==> config.mk <==
export PLATFORM = sky130hd
export DESIGN_NAME = decode_stage
export DESIGN_NICKNAME = d
export VERILOG_FILES = /design/src/rtl/decode_stage.sv
export SDC_FILE = /design/constraint.sdc
export NUM_CORES = 1
export LEC_CHECK = 0
export CAP_MARGIN = 5
export CORE_ASPECT_RATIO = 2
export CORE_MARGIN = 10
export CORE_UTILIZATION = 30
export CTS_BUF_LIST = sky130_fd_sc_hd__clkbuf_8
export DETAILED_ROUTE_END_ITERATION = 12
export PLACE_DENSITY = 0.48
export SLEW_MARGIN = 20
export SYNTH_ARGS = -nofsm -noshare
export SYNTH_HDL_FRONTEND = slang
export SYNTH_SLANG_ARGS = --single-unit
==> constraint.sdc <==
create_clock -name clk -period 2.9 [get_ports clk]
set_input_delay 0.58 -clock clk [delete_from_list [all_inputs] [get_ports clk]]
set_output_delay 0.58 -clock clk [all_outputs]
set_load 0.02 [all_outputs]
==> src/rtl/decode_stage.sv <==
// Decode stage: field decode, scalar register file, jump/branch resolution.
// Drives the fetch redirect port and squashes the wrong-path slot after it.
module decode_stage #(
    parameter int DATA_WIDTH = 16,
    parameter int PC_WIDTH   = 8
) (
    input  logic                  clk,
    input  logic                  rst,
    input  logic [15:0]           instruction,
    input  logic                  wbEn,
    input  logic [3:0]            wbAddr,
    input  logic [DATA_WIDTH-1:0] wbData,
    output logic                  pcWrEn,
    output logic [PC_WIDTH-1:0]   newPc,
    output logic                  exValid,
    output logic [3:0]            exOp,
    output logic [3:0]            exRd,
    output logic [DATA_WIDTH-1:0] exA,
    output logic [DATA_WIDTH-1:0] exB,
    output logic [7:0]            exImm
);

    localparam logic [3:0] OP_NOP = 4'h0;
    localparam logic [3:0] OP_BNZ = 4'hE;
    localparam logic [3:0] OP_JMP = 4'hF;

    logic [DATA_WIDTH-1:0] regs [16];

    logic [3:0] op;
    logic [3:0] rd;
    logic [3:0] rs1;
    logic [3:0] rs2;
    logic [7:0] imm;

    logic [DATA_WIDTH-1:0] vala;
    logic [DATA_WIDTH-1:0] valb;
    logic [DATA_WIDTH-1:0] vald;

    logic squash;
    logic jump;
    logic pass;
    logic take;
    logic issue;

    assign op  = instruction[15:12];
    assign rd  = instruction[11:8];
    assign rs1 = instruction[7:4];
    assign rs2 = instruction[3:0];
    assign imm = instruction[7:0];

    // The slot right after a taken redirect is wrong-path.
    assign squash = pcWrEn;

    // Register reads: r0 is hardwired to zero, write-back is bypassed.
    always_comb begin
        vala = '0;
        valb = '0;
        vald = '0;
        if (rs1 != 4'd0) vala = (wbEn && wbAddr == rs1) ? wbData : regs[rs1];
        if (rs2 != 4'd0) valb = (wbEn && wbAddr == rs2) ? wbData : regs[rs2];
        if (rd  != 4'd0) vald = (wbEn && wbAddr == rd)  ? wbData : regs[rd];
    end

    // Opcode class: redirect, drop, or forward to EX.
    always_comb begin
        jump = 1'b0;
        pass = 1'b0;
        unique case (1'b1)
            op == OP_JMP: jump = 1'b1;
            op == OP_BNZ: jump = |vald;
            op == OP_NOP: jump = 1'b0;
            default:      pass = 1'b1;
        endcase
    end

    assign take  = jump && !squash;
    assign issue = pass && !squash;

    // Scalar register file with write-back port.
    always_ff @(posedge clk) begin
        if (rst) begin
            for (int i = 0; i < 16; i++) regs[i] <= '0;
        end else if (wbEn && wbAddr != 4'd0) begin
            regs[wbAddr] <= wbData;
        end
    end

    // ID/EX slot and single-cycle redirect pulse.
    always_ff @(posedge clk) begin
        if (rst) begin
            pcWrEn  <= 1'b0;
            newPc   <= '0;
            exValid <= 1'b0;
            exOp    <= '0;
            exRd    <= '0;
            exA     <= '0;
            exB     <= '0;
            exImm   <= '0;
        end else begin
            pcWrEn <= take;
            if (take) newPc <= PC_WIDTH'(imm);
            exValid <= issue;
            exOp    <= issue ? op   : '0;
            exRd    <= issue ? rd   : '0;
            exA     <= issue ? vala : '0;
            exB     <= issue ? valb : '0;
            exImm   <= issue ? imm  : '0;
        end
    end

endmodule

Yosys cells after proc, flatten, opt, wreduce, memory -nomap -nowiden
Memory sizes are Yosys's and may differ from the RTL's. A register that Yosys moved wholly into a read port is not among the register bits.
Index checks and enable logic that the tools add are counted.
W data, S select, Z words.
{"block": "word_totals", "regBits": 26, "mem_bits_rw": 256, "inputBits": 39, "output_inout_bits": 58, "word_cells": 41, "memories": 1}
{"block": "classes", "eq_ne": 3, "muxes": 12, "bitwise_logic": 3, "n_reduce_logical": 16}
{"name": "regs", "words": 16, "width": 16, "read_ports": 3, "rd_ports_with_merged_regs": 2, "wr": 16, "line": "27", "rtl": "logic [DATA_WIDTH-1:0] regs [16];"}
{"cell": "$mux W16", "count": 3}
{"cell": "$reduce_or A16 Y1", "count": 2}
{"cell": "$reduce_bool A4 Y1", "count": 4}
{"cell": "$reduce_or A3 Y1", "count": 3}
{"cell": "$eq A4 B4 Y1 const B", "count": 2}
{"cell": "$mux W1", "count": 7}
{"cell": "$eq A4 B4 Y1", "count": 1}
{"cell": "$logic_and A1 B1 Y1", "count": 4}
{"cell": "$logic_not A4 Y1", "count": 1}
{"cell": "$mux W4", "count": 1}
{"cell": "$not A1 Y1", "count": 3}
{"cell": "$pmux W1 S2", "count": 1}
{"cell": "$reduce_or A2 Y1", "count": 1}
{"cell": "$logic_not A1 Y1", "count": 1}

Depth between registers and ports, before layout
Gate-level depths: netlist (run 1).
{"block": "depth", "ltp_word": 7, "depth_mapped": 10, "depth_no_buf": 7}

Worst setup path after synthesis (run 1)
No wires, ideal clock.
{"block": "synth_path", "path_type": "input to register", "startpoint": "input port wbAddr[3]", "endpoint": "memory regs[1][0] (enable)", "setup_time_ps": 334, "arrival_ps": 2322, "required_ps": 2566, "slack_ps": 244, "cell_stages": 6, "path_buffers": 1, "cell_sequence": "clkbuf_1 > nor4_1 > nor3b_1 > nand3b_1 > nor3_1 > or2_2"}
{"item": "start: declaration", "line": "11", "rtl": "input logic [3:0] wbAddr,"}
{"item": "end: declaration", "line": "27"}

==> results list, run 1 <==
- Synthesis inferred around 310 register bits.
- The number of clock buffers added by TritonCTS is 44.
- The most critical setup path has its startpoint at regs[4][2].
- The worst hold path passes through 2 cells.
- Die area: approximately 65,000 um^2
- Among all stages on the critical path, the largest delay is contributed by or4_1.
- Post-synth EDFFs: 256
- Power spread over the standard cell area amounts to 531 nW/um^2.
- The clock net in this run drives a total of 314 sinks.
- Initial antenna violation count: 1
- After layout, the minimum clock period comes to roughly 2.6 ns.
- Worst slew pin tran: 0.637 ns
* Via-per-instance ratio: 5.46
- Once the clock tree was built, the setup fixing pass inserted 0 buffers.
* Final routed wire length divided by cell count: 30.8 um
- At the later pin of the worst-skew pair, clock insertion delay measures 0.63 ns.
* Wire length of the first global-routing pass: 88,500 um
- For this run, the share of the core covered by cells in the final layout is 36.6%.
- The largest total area in the synthesized netlist belongs to edfxtp_1.
- Sort of element at the start of the critical path: flop
- Clock-pin slew of the registers on the worst-case setup and hold paths: 0.08 ns
- The area growth from synthesis to layout is 20.9%.
* Longest individual stage delay on the worst path: 0.54 ns
- Summed over all cells, the static leakage comes to 7.05 nW.
- For this design, the CTS-stage hold fixing added 0 buffers.
- Count of buffers from port buffering: 96
- Cell count after placement: approximately 1,900
- Initial standard-cell utilization of the core: 30.2%
- Total setup violations reported at the end of the flow: 0
* Multi-input gate area in the final layout: 7330 um^2
- The final layout contains routed wiring with a total length of 62,000 um.
- The clock passes through at most 3 buffers.
- CP Buf/Inv Count: 2
- Traced cell by cell, the critical path runs through or4_1 -> nor4_1 -> buf_4 -> o21ai_0 -> a211oi_1 -> and4_1 -> a211oi_4 -> buf_12 -> mux2i_1.
- Counting the fill cells in the layout gives 5,293.
- The share of the Yosys chip area taken by registers is 53.7%.
- Among all flip-flop cells after synthesis, the most frequent one is edfxtp_1.
* Path class of the lowest-slack min-delay path: reg2reg
- Share of final-layout standard cells stronger than drive strength 1: 27.7%
* Beginning of the worst hold path: newPc[2]
* Element type at the critical path end: flop
- Cell types with the largest area share after synthesis: edfxtp_1 (47%), mux4_2 (22%), and2_1 (9.7%), dfxtp_1 (7.0%), mux2i_1 (2.4%)
- In this run the standard cell core region covers 54,500 um^2.
* Mean post-synth cell area: about 15 um^2
* Number of DRC markers after the initial detailed-route iteration: approximately 940
- Along the worst path, the maximum fanout reaches 8.
* Count of yosys warnings during synthesis: 0
- After global routing the overflow that remains totals 0.
- Counting every instance in the synthesized netlist gives about 1,100.
* Async set-or-reset flop fraction in the synthesized netlist: 0%
- In this run the critical register-to-register path is launched from regs[4][2].
- The worst setup path is of the reg2reg kind.
* Maximum number of pins on one net before global-route repair: 32
* Final Hold Viols: 0
- Arrival @ worst endpoint: 3.15 ns
* Post-route non-filler standard cell count: 2,013
* Die boundary height: 351 um
- Registers take 8850 um^2.
- The detail route stage leaves a number of antenna-violating nets equal to 0.
* Final critical-path share of the clock period: 90.9%
- On the critical path the largest part of the delay comes from simple AND/OR/NAND/NOR gates.
* Width of the chip: approximately 190 um
* RD Place Congestion: 0.916
- The first TritonRoute pass finished after 6 iterations.
- Number of max-cap violations: 0
* Share of the synthesized area in the top cell type: 46.6%
- For hold timing, the worst endpoint is newPc[2].
- Top Ports: 97
- Number of cell rows: between 100 and 150
* Setup slack after placement: -0.346 ns
* Rel. slew slack: roughly 58%
* Routed via count: 11,000
* CTS tree: done
* Final worst clock skew: between 0.015 and 0.02 ns
- In this run the cell area of the synthesized design comes to 16,500 um^2.
- Number of unique standard cell types used by synthesis: 53
- Across the VDD grid, the largest voltage drop is 0.263 mV.
- Reg-to-reg critical path endpoint: newPc[3]
* Post-synth top cells: and2_1 (256), edfxtp_1 (256), mux4_2 (164)
- After the last flow step, the layout net total stands at about 1,300.
* Required time at the worst-slack endpoint: roughly 3.4 ns
- Static timing analysis puts the maximum clock frequency at approximately 0.38 GHz.
* Detailed-placement wirelength estimate: 45,900 um
* Post-route worst setup slack: about 0.26 ns
- Total routing resource utilization after global routing: 19.2%
- For this run, design rule violations remaining after detail routing come to 0.
- Maximum level of the CTS H-tree: 2
- Root buffer selected by CTS: clkbuf_8
* Result of the run: complete, no violations
- Post-CTS repair changed the size of 0 cells.
- Via count of the first global-routing pass: 11,900
- Total count of max-transition violations in the final report: 0
- Across all register-to-register paths, the minimum setup slack is 0.26 ns.
* RSZ-0062 raised after global routing: no
- Register-to-Register Path Depth: 9
==> tightest hold or removal path, cell delays in order (launching register included) <==
cell	delay (ns)
dfxtp_1	0.31
nand2b_1	0.06
mux2i_1	0.06
==> layer usage <==
layer | global-route usage, % | wire length (um) | vias to the layer above
li1 | - | - | 4708
met1 | 19.3 | 20600 | 5702
met2 | 36.1 | 34300 | 433
met3 | 2.67 | 3000 | 146
met4 | 11.7 | 4100 | 0
met5 | 0 | 0 | -
==> layout make-up <==
class                           count  area share (%)
Timing Repair Buffer              205            10.2
Antenna cell                        1          0.0126
Inverter                            3          0.0816
Sequential cell                   314            44.4
Tap cell                          676            4.24
Multi-Input combinational cell    732            36.8
Clock buffer                       48            3.31
Clock inverter                     34            1.00
==> worst max path at each step <==
stage	to	cells past startpoint	slack, ns
2_1_floorplan	regs[1][0]	6	0.24
3_3_place_gp	newPc[3]	9	-0.27
3_5_place_dp	newPc[3]	9	-0.35
4_1_cts	newPc[3]	9	0.26
5_1_grt	newPc[3]	9	0.14
6_report	newPc[3]	9	0.26
==> cell usage in the layout, fill, tap and decap left out, drive strengths merged, types with 3 or more instances in the layout <==
cell type	n
or4b	3
dfxtp	58
nand2b	19
o41ai	5
or4	9
o21ai	8
a211oi	9
edfxtp	256
nand3	3
xor2	11
nor4	52
a21oi	5
or2	16
clkbuf	48
inv	19
nor3	17
nand2	16
buf	117
nor2	54
mux4	164
clkdlybuf4s50	88
conb	16
mux2i	40
clkinv	14
o211ai	3
and2	256
==> cells by family (layout without fill, tap and decap cells) <==
family	count (synthesis)	after routing	share of synthesized area (%)
AOI/OAI and AO/OA	44	44	2.06
DFF	314	314	53.7
buffers and inverters	98	290	2.44
and+or+nand+nor	456	456	16.3
other	1	17	0.0228
xor gates and xnor gates	12	12	0.638
muxes	204	204	24.8
==> power breakdown <==
group	internal [W]	switching (W)	leakage, nW
combinational	0.000800	0.000876	3.63
clock	0.00171	0.00181	0.499
sequential	0.00516	0.000225	2.92
total	0.00768	0.00292	7.05
==> flip-flops by register name, summed over array words and instances, names as in the netlist <==
signal and flops:
exValid 1, exB 16, exImm 8, exRd 4
pcWrEn 1, newPc 8, regs 256, exOp 4
exA 16
==> through the flow <==
stage	setup TNS [ns]	hold slack, ns	area, um^2	total power (W)
floorplan	0	0.546	16500	0.00630
global placement	-2.22	0.462	19100	0.00716
detailed placement	-2.76	0.460	19100	0.00717
CTS	0	0.458	19900	0.0107
global route	0	0.481	19900	0.0110
finish	0	0.475	19900	0.0106
(Power assumes the default switching activity.)
==> inputs of run 2 (changes only) <==
Settings changed: CORE_UTILIZATION 30 to 55, PLACE_DENSITY 0.48 to 0.77.
==> run 2 against run 1 <==
Die area fell by 42%. Critical path depth rose by 2. Clock-buffer cell count rose by 3. Total power fell by 2.1%. Sequential cell count did not move. Sequential power barely moved. Clock power fell by 5%. Wire length fell by 14%. Via count rose by 3.4%. Final cell count fell by 15%. Critical endpoint is now newPc[5].
==> results list, run 2 (synthesis gave the netlist of run 1 again) <==
- Pwr per Cell Area: 532 nW/um^2 (about the same)
* Width of the chip: 142 um (-23%)
- The share of power burned in combinational logic is 15.6% (-0.2 points).
- The measured slew at the worst slew-check pin came to 0.968 ns (+0.331 ns).
- The switching part of the total is 26.9% (-0.65 points).
- Gr ovfl total: 0 (unchanged)
- RD Place Congestion: 0.979 (+6.9%)
- Reg with most FFs: regs
* Total setup violations reported at the end of the flow: 0 (unchanged)
- Register-to-Register Path Depth: 9 (unchanged)
- The via count normalized by instance count came to 6.66 (+22%).
- Total routing resource utilization after global routing: 28.0% (+8.9 points)
* Number of max-cap violations: 0 (unchanged)
- The maximum level of the CTS H-tree is 2 (unchanged).
- Num CTS Buffers: 44 (unchanged)
- The startpoint identified for the worst register-to-register timing path is regs[13][2].
- The biggest fanout along the worst timing path is 10 (+2).
- The placed wire-length estimate is 39,100 um (-15%).
* Final routed wire length divided by cell count: 31.1 um (+1.1%)
- STA classifies the critical path endpoint as a flop.
* Post-CTS setup buffer count: 0 (unchanged)
* Worst IR Drop VDD: 0.266 mV (+1.4%)
- The final-report max-slew violation count was 0 (unchanged).
* Sort of element at the start of the critical path: input port
- In this run the worst hold path is classified as in2reg.
- Count of buffers from port buffering: 96 (unchanged)
* Number of DRC markers after the initial detailed-route iteration: 1,309 (+39%)
* Worst-skew pair later-pin latency: 0.60 ns (-0.03 ns)
- The endpoint required time on the critical path came to 3.41 ns (about the same).
- The number of antenna violations at the first check in global routing came to 1 (unchanged).
- The clock transition at the registers of the reported paths is 0.07 ns (about the same).
- The relative slew slack came to 35.0% (-23 points).
- In the final layout, the registers with the most flip-flops are regs x256, exA x16, exB x16.
* Number of hold-repair buffers added at the cts stage: 0 (unchanged)
* Number of flip-flops in the largest register: 256 (unchanged)
* Number of cell rows: 89 (-26%)
- The number of cells upsized or downsized after cts was 0 (unchanged).
- CTS tree: done
- Top Ports: 97 (unchanged)
- The critical path arrival is 3.11 ns (-0.04 ns).
- Final worst clock skew: 0.0326 ns (+0.0130 ns)
- Leaving out fill and tap cells, the most frequent cells in the layout are and2_1 (256), edfxtp_1 (256), mux4_2 (164).
- The switching power of the nets came to 0.00279 W (-4.4%).
- The vertical extent of the die came to 265 um (-25%).
- Final layout net count: 1,343 (+0.30%)
- Beginning of the worst hold path: rst
* Result of the run: complete, no violations
* Share of final-layout standard cells stronger than drive strength 1: 27.5% (-0.16 points)
- Top achievable clock speed: 0.385 GHz (+1.5%)
* Core utilization of the finished layout: 66.1% (+29 points)
- Via count of the first global-routing pass: 11,800 (-0.23%)
* Maximum number of buffers from clock root to sink: 3 (unchanged)
* Instance count along the most critical hold path: 1 (-1)
- The number of standard cells in the final layout excluding fillers came to 1,705 (-15%).
* DRC Markers: 0 (unchanged)
* Setup CP Type: in2reg
- The relative contribution of sequential cells to total power is 51.9% (+1.0 points).
- Clock power share: 32.5% (-0.8 points)
- Count of fill cells added during filler insertion: 2,062 (-61%)
- Initial standard-cell utilization of the core: 55.9% (+26 points)
- The area of the core was 29,500 um^2 (-46%).
- Post-detailed-route count of antenna-violating nets: 0 (unchanged)
- The final hold violation count was 0 (unchanged).
- Wirelength, routed: 53,100 um (-14%)
- The count of TritonRoute iterations in the first routing pass was 6 (unchanged).
- The first-pass GRT wire length is 76,700 um (-13%).
- The final period demand of the worst path is 2.60 ns (-0.0402 ns).
* Final critical-path share of the clock period: 89.5% (-1.4 points)
- Cell leakage power: 7.04 nW (-0.26%)
* Maximum number of pins on one net before global-route repair: 46 (+44%)
* RSZ-0062 raised after global routing: no
* Final worst hold slack: 0.362 ns (-0.113 ns)
- Internal Dissipation: 0.00758 W (-1.2%)
- The cell sitting at the root of the clock tree is a clkbuf_8.
* Cell count after placement: 1,622 (-16%)
* Timing startpoint of the critical path: instruction[8]
- Die area: 37,700 um^2 (-42%)
* Routed via count: 11,400 (+3.4%)
- The area growth from synthesis to layout is 18.3%.
- Number of sinks handled by clock tree synthesis: 314 (unchanged)
==> run 2: changes by cell type in the layout (fill, tap and decap cells not counted), moves of 3 or more <==
cell,previous run,this run
clkinv_2,8,5
nor3_1,14,17
nor3_2,3,0
clkbuf_8,48,51
buf_12,22,18
buf_4,91,97
==> run 2: per-layer routing <==
metal / wire, um / GRT usage, % / up-vias
met5: 0 / 0 / -
met4: 4580 / 20.2 / 0
met3: 4450 / 5.05 / 228
met2: 28200 / 50.1 / 776
met1: 15900 / 28.3 / 5636
li1: - / - / 4722
==> run 2: worst max-delay path, cell delays in order <==
cell and delay [ns]:
clkdlybuf4s50_1 0.44, buf_12 0.17, inv_6 0.06, buf_4 0.15, nor3_1 0.07, o311a_1 0.34
a2111o_1 0.38, and4_1 0.25, a211oi_4 0.28, buf_12 0.17, mux2i_1 0.21
==> run 2: final timing paths <==
kind | endpoint | slack (ns)
setup / recovery | newPc[5] | 0.30
hold / removal | regs[0][6] | 0.36
setup reg to reg | newPc[5] | 0.34
hold reg to reg | newPc[7] | 0.48
==> run 2: layout make-up <==
type                       instances  area [um^2]  share of cell area [%]
sequential                       314         8850                    45.4
multi-input combinational        732         7310                    37.5
timing repair buffer             209         2010                    10.3
clock buffer                      51          702                    3.60
tap                              364          455                    2.34
clock inverter                    31          149                   0.764
inverter                           3         16.3                  0.0834
antenna                            1         2.50                  0.0128
==> run 2: power by group through the flow <==
stage,combinational (W),clock (W),sequential (W)
after floorplan,0.000848,0,0.00545
after global placement,0.00158,0,0.00544
after detailed placement,0.00160,0,0.00546
after CTS,0.00160,0.00338,0.00537
after global routing,0.00168,0.00357,0.00540
final,0.00162,0.00337,0.00538
==> run 2: stage by stage <==
| stage | cell area [um^2] | TNS (ns) | power (W) | setup WS [ns] |
|---|---|---|---|---|
| 6_report | 19500 | 0 | 0.0104 | 0.304 |
| 5_1_grt | 19500 | 0 | 0.0106 | 0.280 |
| 4_1_cts | 19500 | 0 | 0.0103 | 0.342 |
| 3_5_place_dp | 18600 | -2.00 | 0.00706 | -0.282 |
| 3_3_place_gp | 18600 | -1.48 | 0.00703 | -0.193 |
| 2_1_floorplan | 16500 | 0 | 0.00630 | 0.244 |
==> inputs of run 3 (changes only) <==
Settings changed: CAP_MARGIN 5 to 0.
Clock period 2.9 ns to 2.8 ns, I/O delays scaled along.
==> run 3 against run 2 <==
Worst setup slack lost 0.028 ns. Non-clock buffer count grew 2. Global-route usage shrank 0.46 points. Hold slack lost 0.023 ns. Critical path type is now reg2reg.
==> results list, run 3 (synthesis gave the netlist of run 1 again) <==
- The sum of negative setup slack is 0 ns (unchanged).
- Clock-pin slew of the registers on the worst-case setup and hold paths: 0.07 ns (about the same)
- Instance count along the most critical hold path: 3 (+2)
* Number of sinks handled by clock tree synthesis: 314 (unchanged)
* Rel. slew slack: 32.5% (-2.5 points)
* Top achievable clock speed: 0.396 GHz
- The standard-cell row count was 89 (unchanged).
- Total count of max-transition violations in the final report: 0 (unchanged)
- Num CTS Buffers: 43 (-2.3%)
- Number of DRC markers after the initial detailed-route iteration: 1,422 (+8.6%)
* Gr ovfl total: 0 (unchanged)
* Maximum number of buffers from clock root to sink: 3 (unchanged)
* Post-detailed-route count of antenna-violating nets: 0 (unchanged)
- The fraction of layout instances using a drive strength above 1 was 27.5% (about the same).
- Reg2reg start: regs[13][1]
- Via count of the first global-routing pass: 11,900 (+0.49%)
- Initial antenna violation count: 2 (+1)
* Final critical-path share of the clock period: between 90% and 100%
- Maximum level of the CTS H-tree: 2 (unchanged)
- Top Ports: 97 (unchanged)
- Number of flip-flops in the largest register: 256 (unchanged)
- Worst-skew pair later-pin latency: 0.62 ns (+0.02 ns)
- Path class of the lowest-slack min-delay path: in2reg
- The area taken by flip-flops and latches came to 8850 um^2 (unchanged).
- The setup slack of the worst register-to-register path is 0.28 ns (-0.06 ns).
* Period minus WS final: 2.52 ns
* Clock power share: 32.8% (+0.3 points)
* Hold Path End: newPc[4]
- The run finished with clean final reports.
- CTS tree: done
- Count of buffers from port buffering: 96 (unchanged)
- Total setup violations reported at the end of the flow: 0 (unchanged)
- Maximum number of pins on one net before global-route repair: 40 (-13%)
- Register-to-Register Path Depth: 9 (unchanged)
- Element type at the critical path end: flop
- The placement-stage cell area was 18,600 um^2 (about the same).
- The via count normalized by instance count came to 6.74 (+1.1%).
- The horizontal die dimension came to 142 um (unchanged).
* Largest registers: regs x256, exA x16, exB x16
- The biggest fanout along the worst timing path is 8 (-2).
- Routed via count: 11,500 (+0.94%)
* DRC Markers: 0 (unchanged)
- The critical path arrival was 3.00 ns (-0.11 ns).
* Count of fill cells added during filler insertion: 2,074 (+0.58%)
- Layout-stage area growth over the synthesis result: 18.4% (about the same)
- RSZ-0062 raised after global routing: no
* Combinational cell fraction of total power: 15.5% (about the same)
* Final routed wire length divided by cell count: 30.6 um (-1.8%)
* Root buffer selected by CTS: clkbuf_8
- The placed wire-length estimate was 38,600 um (-1.1%).
* Cell leakage power: 7.04 nW (about the same)
* Number of max-cap violations: 0 (unchanged)
* Wire length of the first global-routing pass: 76,600 um (-0.12%)
- Leaving out fill and tap cells, the most frequent cells in the layout are and2_1 (256), edfxtp_1 (256), mux4_2 (164).
* Worst IR Drop VDD: 0.332 mV (+25%)
- The hold buffer count at cts is 0 (unchanged).
- Final Hold Viols: 0 (unchanged)
* Beginning of the worst hold path: instruction[4]
- The internal power came to 0.00797 W (+5.1%).
- Wirelength, routed: 52,000 um (-2.0%)
* Required time at the worst-slack endpoint: 3.28 ns (-0.13 ns)
* Final layout net count: 1,344 (+0.074%)
* Finished layout cell area: 19,500 um^2 (about the same)
* Total routing resource utilization after global routing: 27.6% (-0.46 points)
- The switching power of the nets came to 0.00283 W (+1.4%).
* Part of the power in registers: 51.6% (-0.3 points)
- Number of gates resized after cts: 0 (unchanged)
* Sort of element at the start of the critical path: flop
- The vertical extent of the die was 265 um (unchanged).
- regs holds more flip-flops than any other register.
* Core area: 29,500 um^2 (unchanged)
- The measured slew at the worst slew-check pin is 1.00 ns (+0.0344 ns).
- The placer congestion estimate was 1.01 (+3.1%).
- Multi-input gate area in the final layout: 7310 um^2 (unchanged)
- Die area: 37,700 um^2 (unchanged)
- Detailed Routing Iterations Pass 1: 5 (-1)
- The endpoint identified for the worst register-to-register timing path is newPc[0].
* Final worst clock skew: 0.0314 ns (-0.00121 ns)
- The initial standard-cell utilization of the core is 55.9% (unchanged).
- The switching part of the total came to 26.2% (-0.70 points).
* Setup CP Type: reg2reg
- The power density of the placed cells was 553 nW/um^2 (+4.0%).
[run 3: worst max path at each step]
stage                              start    endpoint  slack, ns  depth (start not counted)
after floorplan                wbAddr[3]  regs[1][0]       0.16                          6
after global placement    instruction[8]    newPc[2]      -0.48                          8
after detailed placement  instruction[8]    newPc[2]      -0.53                          8
after CTS                 instruction[8]    newPc[0]       0.08                          8
after global routing      instruction[8]    newPc[0]       0.12                         12
final                        regs[13][1]    newPc[0]       0.28                          9
[run 3: stage by stage]
step	power [W]	cells	utilization (%)	hold slack, ns	setup WS (ns)
2_1_floorplan	0.00653	1144	-	0.546	0.164
3_3_place_gp	0.00728	1623	63.1	0.460	-0.483
3_5_place_dp	0.00731	1623	63.1	0.472	-0.534
4_1_cts	0.0108	1700	66.0	0.323	0.0833
5_1_grt	0.0111	1702	66.1	0.341	0.120
6_report	0.0108	1702	66.1	0.338	0.277
[run 3: cell type report]
type | count | share of cell area (%)
Clock buffer | 45 | 3.17
Antenna cell | 1 | 0.0128
Sequential cell | 314 | 45.4
Clock inverter | 32 | 1.19
Inverter | 3 | 0.0834
Tap cell | 364 | 2.33
Timing Repair Buffer | 211 | 10.4
Multi-Input combinational cell | 732 | 37.5
[run 3: critical path: stages (launching register included)]
cell       delay (ns)
edfxtp_1         0.44
or4_1            0.53
nor4_1           0.36
buf_4            0.19
o2111ai_1        0.13
nand4_1          0.15
and4_1           0.26
a211oi_4         0.09
buf_12           0.16
mux2i_1          0.11
[run 3: power groups by stage]
stage | clock (W) | sequential, W | combinational (W)
CTS | 0.00358 | 0.00556 | 0.00166
global route | 0.00377 | 0.00559 | 0.00175
global placement | 0 | 0.00564 | 0.00164
detailed placement | 0 | 0.00566 | 0.00166
finish | 0.00355 | 0.00557 | 0.00168
floorplan | 0 | 0.00565 | 0.000878
[run 3: repair_timing]
item,4_1_cts,5_1_grt
endpoints found under the setup margin,0,3
hold endpoints to repair,0,0
setup buffers,0,1
[run 3: routing by layer]
layer | vias up | GRT usage, % | wire length [um]
li1 | 4713 | - | -
met1 | 5705 | 29.2 | 15900
met2 | 824 | 48.6 | 27800
met3 | 227 | 4.76 | 4420
met4 | 0 | 18.4 | 3880
met5 | - | 0 | 0
